==> config.mk <==
export PLATFORM = sky130hd
export DESIGN_NAME = glyph_pixel_streamer
export DESIGN_NICKNAME = d
export VERILOG_FILES = /design/src/rtl/glyph_pixel_streamer.sv
export SDC_FILE = /design/constraint.sdc
export NUM_CORES = 2
export LEC_CHECK = 0
export BUFFER_PORTS_ARGS = -buffer_cell sky130_fd_sc_hd__buf_4
export CORE_UTILIZATION = 50
export CTS_CLUSTER_DIAMETER = 80
export CTS_CLUSTER_SIZE = 30
export DETAILED_ROUTE_END_ITERATION = 8
export HOLD_SLACK_MARGIN = 0.1
export PLACE_DENSITY_LB_ADDON = 0.15
export SYNTH_ARGS = -nofsm -noshare
export SYNTH_HDL_FRONTEND = slang
export SYNTH_SLANG_ARGS = --single-unit
==> constraint.sdc <==
create_clock -name clk -period 16.8 [get_ports clk]
set_input_delay 0.84 -clock clk [delete_from_list [all_inputs] [get_ports clk]]
set_output_delay 0.84 -clock clk [all_outputs]
set_load 0.05 [all_outputs]
==> src/rtl/glyph_pixel_streamer.sv <==
// glyph_pixel_streamer
// --------------------
// Fetches one GLYPH_H x GLYPH_W character bitmap from the glyph ROM and
// streams it out one pixel per handshake, row-major, with row/column tags.
//
// Handshake rules (both interfaces):
//   A transfer happens on a rising clk edge where valid and ready are both
//   high. The producer does not change its payload while valid is high and
//   ready is low.
//
// Ports:
//   clk, rst      : single rising-edge clock, asynchronous active-high reset
//   req_valid     : character request valid (from the character queue)
//   req_ready     : registered; high only while idle and able to accept
//   req_code      : character code, sampled on the request handshake
//   rom_address   : registered glyph ROM address (zero-extended code)
//   rom_data      : GLYPH_W*GLYPH_H-bit ROM word for rom_address
//   pix_valid     : a pixel is presented (EMIT state)
//   pix_ready     : consumer accepts the presented pixel
//   pix_on        : pixel value, 1 = foreground
//   pix_col       : column of the presented pixel
//   pix_row       : row of the presented pixel
//   pix_last      : presented pixel is the bottom-right one
//   busy          : high while fetching or emitting
module glyph_pixel_streamer #(
  parameter int GLYPH_W    = 16,
  parameter int GLYPH_H    = 32,
  parameter int ADDR_W     = 10,
  parameter int NUM_GLYPHS = 26,
  parameter int ROM_LAT    = 1
) (
  input  logic                       clk,
  input  logic                       rst,
  input  logic                       req_valid,
  output logic                       req_ready,
  input  logic [4:0]                 req_code,
  output logic [ADDR_W-1:0]          rom_address,
  input  logic [GLYPH_W*GLYPH_H-1:0] rom_data,
  output logic                       pix_valid,
  input  logic                       pix_ready,
  output logic                       pix_on,
  output logic [3:0]                 pix_col,
  output logic [4:0]                 pix_row,
  output logic                       pix_last,
  output logic                       busy
);

  localparam int PIX_N = GLYPH_W * GLYPH_H;

  localparam logic [1:0] FETCH_LAST = 2'(ROM_LAT - 1);
  localparam logic [4:0] CODE_LIMIT = 5'(NUM_GLYPHS);
  localparam logic [4:0] ROW_LAST   = 5'(GLYPH_H - 1);
  localparam logic [3:0] COL_LAST   = 4'(GLYPH_W - 1);

  typedef enum logic [1:0] {
    ST_IDLE  = 2'd0,
    ST_FETCH = 2'd1,
    ST_EMIT  = 2'd2
  } state_t;

  state_t             state_q, state_d;
  logic               req_ready_q, req_ready_d;
  logic [4:0]         code_q, code_d;
  logic [ADDR_W-1:0]  addr_q, addr_d;
  logic [1:0]         fetch_cnt_q, fetch_cnt_d;
  logic [PIX_N-1:0]   shreg_q, shreg_d;
  logic [4:0]         row_q, row_d;
  logic [3:0]         col_q, col_d;

  logic req_hs;
  logic pix_hs;
  logic at_last;

  assign req_hs  = req_valid & req_ready_q;
  assign pix_hs  = (state_q == ST_EMIT) & pix_ready;
  assign at_last = (row_q == ROW_LAST) && (col_q == COL_LAST);

  always_comb begin
    state_d     = state_q;
    req_ready_d = req_ready_q;
    code_d      = code_q;
    addr_d      = addr_q;
    fetch_cnt_d = fetch_cnt_q;
    shreg_d     = shreg_q;
    row_d       = row_q;
    col_d       = col_q;

    case (state_q)
      ST_IDLE: begin
        // req_ready comes out of reset low and rises on the first edge.
        req_ready_d = 1'b1;
        if (req_hs) begin
          req_ready_d = 1'b0;
          code_d      = req_code;
          addr_d      = ADDR_W'(req_code);
          fetch_cnt_d = 2'd0;
          state_d     = ST_FETCH;
        end
      end

      ST_FETCH: begin
        if (fetch_cnt_q == FETCH_LAST) begin
          // Codes past the glyph table render as a blank cell.
          shreg_d = (code_q < CODE_LIMIT) ? rom_data : '0;
          row_d   = 5'd0;
          col_d   = 4'd0;
          state_d = ST_EMIT;
        end else begin
          fetch_cnt_d = fetch_cnt_q + 2'd1;
        end
      end

      ST_EMIT: begin
        if (pix_hs) begin
          shreg_d = shreg_q >> 1;
          if (col_q == COL_LAST) begin
            col_d = 4'd0;
            row_d = row_q + 5'd1;  // wraps to 0 after the last row
          end else begin
            col_d = col_q + 4'd1;
          end
          if (at_last) begin
            // Ready rises together with the return to IDLE so that the
            // next request can be taken one cycle later.
            state_d     = ST_IDLE;
            req_ready_d = 1'b1;
          end
        end
      end

      default: begin
        state_d     = ST_IDLE;
        req_ready_d = 1'b0;
      end
    endcase
  end

  always_ff @(posedge clk or posedge rst) begin
    if (rst) begin
      state_q     <= ST_IDLE;
      req_ready_q <= 1'b0;
      code_q      <= 5'd0;
      addr_q      <= '0;
      fetch_cnt_q <= 2'd0;
      shreg_q     <= '0;
      row_q       <= 5'd0;
      col_q       <= 4'd0;
    end else begin
      state_q     <= state_d;
      req_ready_q <= req_ready_d;
      code_q      <= code_d;
      addr_q      <= addr_d;
      fetch_cnt_q <= fetch_cnt_d;
      shreg_q     <= shreg_d;
      row_q       <= row_d;
      col_q       <= col_d;
    end
  end

  assign req_ready   = req_ready_q;
  assign rom_address = addr_q;
  assign pix_valid   = (state_q == ST_EMIT);
  assign pix_on      = shreg_q[0];
  assign pix_row     = row_q;
  assign pix_col     = col_q;
  assign pix_last    = (state_q == ST_EMIT) && at_last;
  assign busy        = (state_q != ST_IDLE);

endmodule

==> out/qor.txt <==
outcome -> completed
Core Util, Final -> 60.2%
Area contributors post-synth -> dfrtp_1 (52%), a31oi_1 (12%), nand3_1 (10%), nor3_1 (9.9%), nand2_1 (7.5%)
CTS H-tree depth -> 1
sequential power share -> 37.4%
reg2reg start -> state_q[0]
Reg2Reg Setup Slack -> 11.90 ns
CP arrival -> 5.32 ns
FP Rows -> 82
Layout Skew -> 0.0266 ns
post-CTS resize count -> 0
Syn Inst Count -> 2991
Tcrit/Tclk final -> 29.2%
Final Max Slew Viols -> 0
endpoints failing hold -> 0
maxcap violations -> 0
Rel. slew slack -> 18.1%
clock share of power -> 14.4%
Worst Path Buf+Inv -> 2
drt pass-1 iters -> 6
Ys Warns -> 0
R2R depth -> 5
die area -> 52400 um^2
Setup crit start kind -> flop
largest net degree at the start of global routing -> 218
Psw -> 0.00280 W
most instantiated cells after synthesis -> dfrtp_1 (531), nand3_1 (514), nand2_1 (513)
post-synth top area cell -> dfrtp_1
fmax -> 204 MHz
Leak -> 12.8 nW
async set or reset register ratio after synthesis -> 100%
cell-internal power -> 0.00341 W
via count -> 24700
grt total ovfl -> 0
Mapped Area -> 25800 um^2
number of enable flip-flop cells after synthesis -> 0
largest fanout on the critical path -> 114
setup bufs post-CTS -> 0
number of global-route vias before repair -> 23100
register bit total from synthesis -> 531
PwrDens -> 204 nW/um^2
Crit path top cell by count -> buf_4
Synth cell types -> 39
Area Growth Syn to Fin -> 17.9%
non-filler cells, final -> 3952
layout cells sized above 1 -> 19.5%
initial antenna violation count -> 14
port buffer count -> 539
antenna viol nets, final -> 0
first-pass GRT wire length -> 124000 um
vias per inst -> 6.26
Num Clock Sinks -> 531
Post-Syn Area per Cell -> 8.61 um^2
minimum clock period -> 4.90 ns
Min-Delay Path Class -> in2async
CP required -> 17.23 ns
worst vdd ir -> 0.261 mV
worst skew pair latency -> 0.62 ns
Root Buffer -> clkbuf_16
initial DRC count -> 2827
average wire per cell in the routed design -> 19.8 um
I/O pin cnt -> 545
Initial Util -> 51.0%
Inserted Clock Buffers -> 30
CP endpoint kind -> flop
CTS Hold Bufs -> 0
Yosys top cell area share -> 51.6%
RSZ-0062 raised after global routing -> false
worst slew pin tran -> 1.21 ns
routed wire length -> 78400 um
GPL Wtd Cong -> 0.897
Overall Global Routing Usage -> 28.7%
most frequent cell after synthesis -> dfrtp_1
DRC viols -> 0
register area share after synthesis -> 51.6%
slowest stage delay, CP -> 0.99 ns
clk slew on worst S/H paths -> 0.10 ns
Reg2Reg Capture Point -> shreg_q[316]
crit-path leading delay family -> buffers and inverters
switch share -> 45.1%
Die Y-Extent -> 229 um
clk buf depth -> 3
combinational group share of total power -> 48.2%
cell breakdown of the critical path -> and3b_4, or2_4, buf_4, buf_4, a31oi_1
nets -> 3771
ys flop type -> dfrtp_1
setup TNS -> 0 ns
Die X-Extent -> 229 um
placed insts -> 3886
post-DP HPWL -> 48100 um
Final setup viols -> 0
TritonCTS clock tree -> done
core area -> 50500 um^2
critical path class -> reg2reg
CP max stage cell -> and3b_4
metal layers:
layer	track usage [%]	routed length, um
met5	0	27
met4	11.4	2960
met3	5.88	5790
met2	44.6	37000
met1	39.3	32700
logic make-up (layout without fill, tap and decap cells):
| kind of cell | Yosys count | after routing | share of synthesized area (%) |
|---|---|---|---|
| flops | 531 | 531 | 51.6 |
| compound gates | 531 | 531 | 13.0 |
| simple gates | 1561 | 1561 | 28.0 |
| fa+ha+maj | 4 | 4 | 0.194 |
| other cells | 1 | 16 | 0.0146 |
| buf+inv | 356 | 630 | 6.92 |
| mux | 7 | 7 | 0.306 |
area by class of cell:
class | count | area (um^2)
inverter | 8 | 45.0
sequential | 531 | 13300
timing repair buffer | 567 | 4320
clock inverter | 24 | 342
clock buffer | 31 | 776
fill | 4474 | 20100
antenna | 11 | 27.5
tap | 672 | 841
multi-input combinational | 2108 | 10700
metrics by stage:
stage	instance area (um^2)	hold WS [ns]	setup slack [ns]	power [W]
floorplan	25800	0.466	1.12	0.00473
global placement	29200	0.490	11.70	0.00519
detailed placement	29200	0.491	11.58	0.00532
CTS	30400	0.437	12.00	0.00622
global route	30400	0.442	11.63	0.00670
finish	30400	0.439	11.90	0.00621
state kept, by name (all words and copies together), names as in the netlist:
signal       count
fetch_cnt_q      2
pix_col          4
pix_row          5
req_ready        1
rom_address      5
shreg_q        512
state_q          2
power groups by stage:
stage,logic (W),clock network [W],registers (W)
after global routing,0.00334,0.000956,0.00239
after global placement,0.00288,0,0.00231
after floorplan,0.00244,0,0.00228
after CTS,0.00299,0.000913,0.00231
after detailed placement,0.00299,0,0.00233
final,0.00299,0.000895,0.00232
cell usage in the layout (no fill, tap or decap), types with 6 or more instances in the layout:
cell type and count:
buf_4 562, dfrtp_1 531, nand3_1 514, nand2_1 513, nor3_1 512, a31oi_1 511, clkbuf_16 31, diode_2 11
clkinv_8 9, inv_8 8, mux2_2 7, inv_1 6
how the worst max path moves through the flow:
stage,start,to,slack [ns],cells after the start
floorplan,rst,fetch_cnt_q[0],1.12,1
global placement,pix_ready,shreg_q[308],11.70,6
detailed placement,pix_ready,shreg_q[321],11.58,6
CTS,state_q[0],shreg_q[316],12.00,5
global route,state_q[1],shreg_q[300],11.63,5
finish,state_q[0],shreg_q[316],11.90,5
Power figures use the tool's default switching activity.
